<file path="config.mk">
export PLATFORM = sky130hd
export DESIGN_NAME = lzc_iter_flat
export DESIGN_NICKNAME = d
export VERILOG_FILES = /design/src/rtl/lzc_iter_if.sv /design/src/rtl/lzc_iter.sv /design/src/flat_wrapper.sv
export SDC_FILE = /design/constraint.sdc
export NUM_CORES = 1
export LEC_CHECK = 0
export CAP_MARGIN = 20
export CORE_MARGIN = 5
export CORE_UTILIZATION = 53
export DETAILED_ROUTE_END_ITERATION = 10
export HOLD_SLACK_MARGIN = 0.06
export PLACE_DENSITY = 0.82
export SLEW_MARGIN = 30
export SYNTH_ARGS = -nofsm -noshare
export SYNTH_HDL_FRONTEND = slang
export SYNTH_SLANG_ARGS = --single-unit
</file>
<file path="constraint.sdc">
create_clock -name clk_i -period 3.8 [get_ports clk_i]
set_clock_uncertainty 0.15 [all_clocks]
set_input_delay 0.76 -clock clk_i [delete_from_list [all_inputs] [get_ports clk_i]]
set_output_delay 0.76 -clock clk_i [all_outputs]
set_load 0.05 [all_outputs]
</file>
<file path="src/rtl/lzc_iter_if.sv">
// Handshake bundle for lzc_iter: vector input channel and index-beat output channel.
// LZC_ITER_POPCNT_EN adds the remaining_o field.
interface lzc_iter_if #(
    parameter int WIDTH = 34,
    parameter int CNT_W = $clog2(WIDTH)
);
    logic             in_valid_i;
    logic             in_ready_o;
    logic [WIDTH-1:0] in_i;
    logic             out_valid_o;
    logic             out_ready_i;
    logic [CNT_W-1:0] cnt_o;
    logic             last_o;
    logic             empty_o;
`ifdef LZC_ITER_POPCNT_EN
    logic [CNT_W:0]   remaining_o;
`endif

    modport master (
        output in_valid_i, in_i, out_ready_i,
`ifdef LZC_ITER_POPCNT_EN
        input  remaining_o,
`endif
        input  in_ready_o, out_valid_o, cnt_o, last_o, empty_o
    );

    modport slave (
        input  in_valid_i, in_i, out_ready_i,
`ifdef LZC_ITER_POPCNT_EN
        output remaining_o,
`endif
        output in_ready_o, out_valid_o, cnt_o, last_o, empty_o
    );
endinterface

</file>
<file path="src/rtl/lzc_iter.sv">
// Set-bit iterator: loads a vector, then emits the index of each set bit in priority order,
// one beat per cycle. Optional macro LZC_ITER_POPCNT_EN adds the remaining_o popcount output.
module lzc_iter #(
    parameter int WIDTH = 34,
    parameter int MODE  = 0,
    parameter int CNT_W = $clog2(WIDTH)
) (
    input  logic      clk_i,
    input  logic      rst_i,
    input  logic      flush_i,
    lzc_iter_if.slave bus
);
    typedef enum logic {S_IDLE, S_SCAN} state_t;

    state_t           r_state;
    logic [WIDTH-1:0] r_mask;

    logic [WIDTH-1:0] w_ori;
    logic [WIDTH-1:0] w_ori_next;
    logic [WIDTH-1:0] w_mask_next;
    logic             w_scan;
    logic             w_last;
    logic             w_empty;
    logic             w_in_fire;
    logic             w_out_fire;

    // Leading mode is handled by bit-reversing, so one trailing-zero counter serves both
    function automatic logic [WIDTH-1:0] f_orient(input logic [WIDTH-1:0] v);
        logic [WIDTH-1:0] r;
        for (int i = 0; i < WIDTH; i++) begin
            r[i] = (MODE == 0) ? v[i] : v[WIDTH-1-i];
        end
        return r;
    endfunction

    function automatic logic [CNT_W-1:0] f_tzc(input logic [WIDTH-1:0] v);
        logic [CNT_W-1:0] c;
        c = '0;
        for (int i = WIDTH - 1; i >= 0; i--) begin
            if (v[i]) c = CNT_W'(i);
        end
        return c;
    endfunction

`ifdef LZC_ITER_POPCNT_EN
    function automatic logic [CNT_W:0] f_popcnt(input logic [WIDTH-1:0] v);
        logic [CNT_W:0] n;
        n = '0;
        for (int i = 0; i < WIDTH; i++) begin
            n = n + {{CNT_W{1'b0}}, v[i]};
        end
        return n;
    endfunction
`endif

    assign w_scan      = (r_state == S_SCAN);
    assign w_ori       = f_orient(r_mask);
    assign w_ori_next  = w_ori & (w_ori - WIDTH'(1));
    assign w_mask_next = f_orient(w_ori_next);
    assign w_last      = (w_ori_next == '0);
    assign w_empty     = (r_mask == '0);

    assign bus.out_valid_o = w_scan;
    assign bus.cnt_o       = w_scan ? f_tzc(w_ori) : '0;
    assign bus.last_o      = w_scan & w_last;
    assign bus.empty_o     = w_scan & w_empty;
`ifdef LZC_ITER_POPCNT_EN
    assign bus.remaining_o = w_scan ? f_popcnt(r_mask) : '0;
`endif

    // A new vector may replace the final beat of the current one in the same cycle
    assign bus.in_ready_o = !rst_i && !flush_i && (!w_scan || (bus.out_ready_i && w_last));
    assign w_in_fire      = bus.in_valid_i && bus.in_ready_o;
    assign w_out_fire     = w_scan && bus.out_ready_i;

    always_ff @(posedge clk_i or posedge rst_i) begin
        if (rst_i) begin
            r_state <= S_IDLE;
            r_mask  <= '0;
        end else if (flush_i) begin
            r_state <= S_IDLE;
            r_mask  <= '0;
        end else if (w_in_fire) begin
            r_state <= S_SCAN;
            r_mask  <= bus.in_i;
        end else if (w_out_fire) begin
            if (w_last) begin
                r_state <= S_IDLE;
                r_mask  <= '0;
            end else begin
                r_mask  <= w_mask_next;
            end
        end
    end
endmodule

</file>
<file path="src/flat_wrapper.sv">
// flat-port wrapper written by rule: the top's interface ports become plain ports
module lzc_iter_flat 
#(
    parameter int WIDTH = 34,
    parameter int MODE  = 0,
    parameter int CNT_W = $clog2(WIDTH)
)
  (clk_i, rst_i, flush_i, bus_in_valid_i, bus_in_i, bus_out_ready_i, bus_in_ready_o, bus_out_valid_o, bus_cnt_o, bus_last_o, bus_empty_o);
  lzc_iter_if #(.WIDTH(WIDTH), .CNT_W(CNT_W)) bus_i ();
  input  logic clk_i;
  input  logic rst_i;
  input  logic flush_i;
  input wire logic [$bits(bus_i.in_valid_i)-1:0] bus_in_valid_i;
  input wire logic [$bits(bus_i.in_i)-1:0] bus_in_i;
  input wire logic [$bits(bus_i.out_ready_i)-1:0] bus_out_ready_i;
  output wire logic [$bits(bus_i.in_ready_o)-1:0] bus_in_ready_o;
  output wire logic [$bits(bus_i.out_valid_o)-1:0] bus_out_valid_o;
  output wire logic [$bits(bus_i.cnt_o)-1:0] bus_cnt_o;
  output wire logic [$bits(bus_i.last_o)-1:0] bus_last_o;
  output wire logic [$bits(bus_i.empty_o)-1:0] bus_empty_o;
  assign bus_i.in_valid_i = bus_in_valid_i;
  assign bus_i.in_i = bus_in_i;
  assign bus_i.out_ready_i = bus_out_ready_i;
  assign bus_in_ready_o = bus_i.in_ready_o;
  assign bus_out_valid_o = bus_i.out_valid_o;
  assign bus_cnt_o = bus_i.cnt_o;
  assign bus_last_o = bus_i.last_o;
  assign bus_empty_o = bus_i.empty_o;
  lzc_iter #(.WIDTH(WIDTH), .MODE(MODE), .CNT_W(CNT_W)) u_core (.clk_i(clk_i), .rst_i(rst_i), .flush_i(flush_i), .bus(bus_i));
endmodule
</file>
==> impl_metrics.json, run 1 <==
{
  "critPathCaptureType": "primary output",
  "dr_wl_met2_um": 4120,
  "wire_per_inst_um": 20.0,
  "yosysWarningCount": 0,
  "worst_ep_arrival_time_ps": 2960,
  "regArea_um2": 881,
  "cts_tree": "done",
  "drc": 0,
  "avgViaCountPerCell": 6.38,
  "rsz0062_at_grt": "true",
  "relSlewSlack_pct": 60.5,
  "grt_use_total_pct": 28.1,
  "worstHoldPathType": "flip-flop to flip-flop",
  "htreeDepth": 2,
  "grt_pass1_vias": 2731,
  "final.period_utilization_pct": 102,
  "start_util_pct": 54.8,
  "met1_length_um": 3810,
  "fillerInstances": 355,
  "hold_violations": 0,
  "worstPathRequired_ps": 2890,
  "fin_util_pct": 75.4,
  "wl_met3_um": 608,
  "cts_root_buffer": "clkbuf_8",
  "fmax_mhz": 258,
  "final_area_mm2": 0.00358,
  "outcome": "finished with violations",
  "synthCells": 289,
  "cp-start-kind": "flip-flop",
  "synth.avg_cell_area_um2": 9.02,
  "holdBufCountCts": 0,
  "ys_ff_latch": 35,
  "grt_max_degree": 36,
  "cap_violations": 0,
  "violations": "negative setup slack",
  "portBuffers": 48,
  "slew_violations": 0,
  "synth_cell_types": 60,
  "rows": 25,
  "postRouteAntennaNets": 0,
  "cp_max_fo": 4,
  "irDropWorstVdd_mv": 0.301,
  "clk_latency_ps": 290,
  "r2r_end": "u_core.r_mask[0]",
  "drt-pass1-iter-count": 5,
  "drtIter0Drc": 239,
  "fin_ws_ps": -72.0,
  "coreArea_mm2": 0.00475,
  "grt_overflow_total": 0,
  "whs_ps": 450,
  "die-width_um": 80.1,
  "yosysTopAreaCell": "dfrtp_1",
  "vias": 2764,
  "synth_ff_type": "dfrtp_1",
  "rr_worst_depth": 12,
  "grt_pass1_wl_um": 13800,
  "areaGrowthSynthToFinish_pct": 37.5,
  "crit_end": "bus_in_ready_o",
  "crit_type": "flip-flop to primary output",
  "drt_wl_total_um": 8640,
  "pre_cts_ws_ps": 86.7,
  "rrSetupSlack_ps": 620,
  "syn-num-nets": 328,
  "highest_layer": "met4",
  "dieArea_mm2": 0.00642,
  "async_reset_ff_share_pct": 100,
  "place_inst": 423,
  "synth_area_mm2": 0.00261,
  "synth_area_leaders": "dfrtp_1 (34%), o2bb2ai_2 (5.8%), a22o_1 (4.4%)",
  "synth_top_area_share_pct": 33.6,
  "worst-slew-pin-transition_ps": 592,
  "dpl_cell_area_mm2": 0.00339,
  "finalSetupViolCount": 1,
  "ys_seq_area_share_pct": 33.6,
  "multi_input_area_mm2": 0.00166,
  "nets": 405,
  "period_needed_ps": 3870,
  "p_leak_nw": 1.48,
  "cts_buffer_depth": 2,
  "final_cells": 433,
  "r2r-start": "u_core.r_mask[6]",
  "clkTransAtPathRegs_ps": 70,
  "cts.sinks": 35,
  "diodes": 0,
  "antenna_found_initial": 0,
  "crit_start": "u_core.r_mask[6]",
  "cellPowerDensity_mw_per_mm2": 517,
  "synth_edf_count": 0,
  "dp_hpwl_um": 6550,
  "numCtsBuffers": 5,
  "drive_above_1_share_pct": 24.6,
  "io_pins": 49,
  "gp_congestion": 1.04,
  "die_y_um": 80.1
}
-- through the flow --
| stage | TNS, ps | power (mW) |
|---|---|---|
| after floorplan | 0 | 1.11 |
| after global placement | 0 | 1.49 |
| after detailed placement | 0 | 1.49 |
| after CTS | -40.3 | 1.81 |
| after global routing | -177 | 1.95 |
| final | -72.0 | 1.85 |
-- where the power goes --
part | switching [mW] | leakage, nW | total, mW | internal [mW]
combinational | 0.590 | 0.962 | 1.07 | 0.481
sequential | 0.0883 | 0.469 | 0.507 | 0.419
clock | 0.132 | 0.0470 | 0.274 | 0.142
-- registers in the layout (all words and copies together) (netlist names) --
signal	flops
u_core.r_mask	34
u_core.bus.out_valid_o	1
-- Yosys cell counts, types with 4 or more instances --
cell type	count
dfrtp_1	35
a22o_1	13
o21ai_0	14
nor4_4	4
and3_1	4
a21oi_1	13
inv_1	12
clkbuf_1	9
nor2_1	26
or4_1	5
buf_6	4
a32o_1	6
o2bb2ai_2	10
o31ai_1	7
nor3_1	13
nand3_1	8
nor4_1	6
a211oi_1	4
o21ai_1	13
nand2_1	18
-- cell type report --
cell class | instances | share of cell area (%)
Timing Repair Buffer | 88 | 22.9
Clock inverter | 1 | 0.140
Multi-Input combinational cell | 223 | 46.4
Sequential cell | 35 | 24.6
Clock buffer | 6 | 2.30
Inverter | 13 | 1.36
Tap cell | 67 | 2.34
-- logic make-up (layout without fill, tap and decap cells) --
family                   count (synthesis)  in the layout  share of synthesized area (%)
adder cells (fa/ha/maj)                  2              2                          0.768
AND/OR/NAND/NOR                        112            112                           26.4
buffers and inverters                   31            108                           6.05
AO/OA/AOI/OAI                          107            107                           32.5
flip-flops                              35             35                           33.6
multiplexers                             2              2                          0.768
-- timing repair --
action,4_1_cts,5_1_grt
pin swaps,6,3
setup endpoints to repair,3,3
resized for setup,9,9
buffers inserted,3,0
endpoints found under the hold margin,0,0
-- critical path, stage by stage, from the launching register on --
cell       delay (ps)
dfrtp_1           410
nor4_4            390
buf_4             190
nand2_1            70
nor4_1            190
buf_4             180
o2111ai_1         170
nor4_4            320
and3_4            230
nand2_1            90
a211oi_4          260
buf_12            170
-- metal layers --
metal / track usage (%) / vias up
li1: - / 1275
met1: 39.0 / 1353
met2: 45.1 / 125
met3: 4.60 / 11
met4: 8.11 / 0
met5: 0 / -
-- how the worst min path moves through the flow --
stage,from,to,cells after the start
3_3_place_gp,u_core.r_mask[21],u_core.r_mask[21],1
6_report,u_core.r_mask[0],u_core.r_mask[0],1
3_5_place_dp,u_core.r_mask[21],u_core.r_mask[21],1
2_1_floorplan,u_core.r_mask[21],u_core.r_mask[21],1
5_1_grt,u_core.r_mask[0],u_core.r_mask[0],1
4_1_cts,u_core.r_mask[0],u_core.r_mask[0],1
-- placed cells by master (no fill, tap or decap), types with 7 or more instances in the layout --
cell | Yosys | layout
clkdlybuf4s50_1 | 0 | 42
buf_4 | 2 | 40
dfrtp_1 | 35 | 31
nor2_1 | 26 | 25
nand2_1 | 18 | 17
o21ai_0 | 14 | 14
a21oi_1 | 13 | 13
nor3_1 | 13 | 13
o21ai_1 | 13 | 13
a22o_1 | 13 | 13
inv_1 | 12 | 12
o2bb2ai_2 | 10 | 10
nand3_1 | 8 | 8
nor4_4 | 4 | 7
o31ai_1 | 7 | 7
No activity file was read; power rests on OpenSTA's default activity.
==> inputs of run 2 (changes only) <==
GPL_TIMING_DRIVEN = 0   (was not set)
SLEW_MARGIN = not set   (was 30)
TNS_END_PERCENT = 30   (was not set)
==> run 2 against run 1 <==
Net effect: the run still ends with negative setup slack left; routed wire length fell by 2.6%; critical path type unchanged; sequential cell count did not move; clock power barely moved; count of clock-buffer cells in the layout did not move; critical path depth did not move; global-route usage fell by 2.1 points; die area did not move; sequential power rose by 0.8%.
==> impl_metrics.json, run 2 (synthesis gave the netlist of run 1 again) <==
{
  "drt-pass1-iter-count": 5,
  "drive_above_1_share_pct": 26.6,
  "final.period_utilization_pct": 104,
  "wire_per_inst_um": 19.3,
  "areaGrowthSynthToFinish_pct": 40.7,
  "cap_violations": 0,
  "crit_type": "flip-flop to primary output",
  "largest_reg_flops": 34,
  "final_cell_mix": "clkdlybuf4s50_1 (42), dfrtp_1 (30), buf_4 (26)",
  "pre_cts_ws_ps": -815,
  "worst-slew-pin-transition_ps": 865,
  "drtIter0Drc": 334,
  "p_clk_share_pct": 14.3,
  "final_common_cell": "clkdlybuf4s50_1",
  "dpl_cell_area_mm2": 0.00321,
  "grt_overflow_total": 0,
  "drt_wl_total_um": 8420,
  "comb_power_share_pct": 59.0,
  "gp_congestion": 0.875,
  "grt_max_degree": 22,
  "worstHoldPathType": "flip-flop to flip-flop",
  "largest-register": "u_core.r_mask",
  "cp-start-kind": "flip-flop",
  "fillerInstances": 363,
  "numCtsBuffers": 5,
  "cellPowerDensity_mw_per_mm2": 522,
  "p_seq_share_pct": 26.7,
  "grt_pass1_vias": 2470,
  "period_needed_ps": 3950,
  "place_inst": 405,
  "critPathMostFrequentCell": "buf_6",
  "avgViaCountPerCell": 6.54,
  "worstPathRequired_ps": 2890,
  "antenna_found_initial": 0,
  "fmax_mhz": 253,
  "cpMaxStageDelayCell": "dfrtp_2",
  "portBuffers": 48,
  "die-width_um": 80.1,
  "finalSetupViolCount": 2,
  "final_area_mm2": 0.00367,
  "slew_violations": 0,
  "die_y_um": 80.1,
  "dp_hpwl_um": 5850,
  "swShare_pct": 44.6,
  "critPathCaptureType": "primary output",
  "cts_root_buffer": "clkbuf_8",
  "violations": "negative setup slack",
  "diodes": 0,
  "irDropWorstVdd_mv": 0.263,
  "cts_buffer_depth": 2,
  "max_stage_delay_ps": 460,
  "cp_max_fo": 6,
  "final_cells": 436,
  "fin_ws_ps": -148,
  "cts_tree": "done",
  "outcome": "finished with violations",
  "rows": 25,
  "io_pins": 49,
  "hold_violations": 0,
  "coreArea_mm2": 0.00475,
  "nets": 408,
  "whs_ps": 463,
  "drc": 0,
  "grt_use_total_pct": 26.1,
  "clkTransAtPathRegs_ps": 70,
  "worst_ep_arrival_time_ps": 3040,
  "rsz0062_at_grt": "true",
  "regArea_um2": 882,
  "vias": 2851,
  "cts.sinks": 35,
  "multi_input_area_mm2": 0.00174,
  "relSlewSlack_pct": 42.2,
  "htreeDepth": 2,
  "p_leak_nw": 1.50,
  "dieArea_mm2": 0.00642,
  "internal_power_mw": 1.06,
  "postRouteAntennaNets": 0,
  "cp_cell_sequence": "nor4_4 > buf_6 > buf_4 > nand3_1 > or2_1 > maj3_1 > nor2_2 > and3_4 > nand2_4 > a211oi_4 > buf_6",
  "grt_pass1_wl_um": 12700,
  "start_util_pct": 54.8,
  "p_switching_mw": 0.853,
  "clk_latency_ps": 290
}
==> run 2: changes by cell type in the layout (fill, tap and decap cells not counted), moves of 3 or more <==
cell      previous run  this run
nor4_1               6         3
buf_12               4         0
clkbuf_2             0         4
buf_6                1         8
buf_4               40        26
o21ai_0             14        10
clkbuf_1             0         5
==> run 2: layout make-up <==
class                   count  area share [%]
clock buffers               6            2.25
repair buffers             75            19.3
multi-input cells         223            47.4
well taps                  67            2.29
flip-flops and latches     35            24.1
clock inverters             1           0.137
plain buffers              16            3.17
inverters                  13            1.33
==> run 2: worst max-delay path: cells and delay by family, from the launching register on <==
family                   cells  cell delay (ps)
AND/OR/NAND/NOR              6             1180
AO/OA/AOI/OAI                1              220
flip-flops                   1              460
adder cells (fa/ha/maj)      1              400
buffers and inverters        3              500
==> run 2: final timing paths <==
path	startpoint	to	slack, ps	depth (start not counted)
setup / recovery	u_core.r_mask[3]	bus_in_ready_o	-150	11
hold / removal	u_core.r_mask[4]	u_core.r_mask[4]	460	1
setup reg to reg	u_core.r_mask[3]	u_core.r_mask[2]	610	14
hold reg to reg	u_core.r_mask[4]	u_core.r_mask[4]	460	1
max in group asynchronous	rst_i	u_core.r_mask[11]	2080	3
min in group asynchronous	rst_i	u_core.r_mask[27]	870	2
==> run 2: stage by stage <==
stage                     power [mW]  util (%)  setup TNS, ps
final                           1.91      77.1           -217
after CTS                       1.72      71.7           -205
after detailed placement        1.36      67.5          -1610
after global placement          1.35      66.9          -1730
after global routing            2.02      77.1           -451
after floorplan                 1.11         -              0
==> run 2: layer usage <==
layer | vias up | part of all wire (%) | global-route usage [%]
met5 | - | 0 | 0
met4 | 0 | 1.6 | 7.43
met3 | 25 | 7.6 | 4.48
met2 | 153 | 48 | 42.0
met1 | 1386 | 42 | 35.8
li1 | 1287 | - | -
==> run 2: what timing repair did <==
item                                    in CTS  in global routing
pin swaps                                    6                 17
resized for setup                           28                 44
endpoints found under the setup margin       7                  7
setup buffers                                9                 17
hold buffers                                 0                  0
==> run 2: power groups by stage <==
stage          sequential [mW]  combinational [mW]  clock (mW)
2_1_floorplan            0.487               0.625           0
6_report                 0.511                1.13       0.273
4_1_cts                  0.497               0.942       0.284
5_1_grt                  0.518                1.20       0.298
3_5_place_dp             0.497               0.858           0
3_3_place_gp             0.497               0.850           0
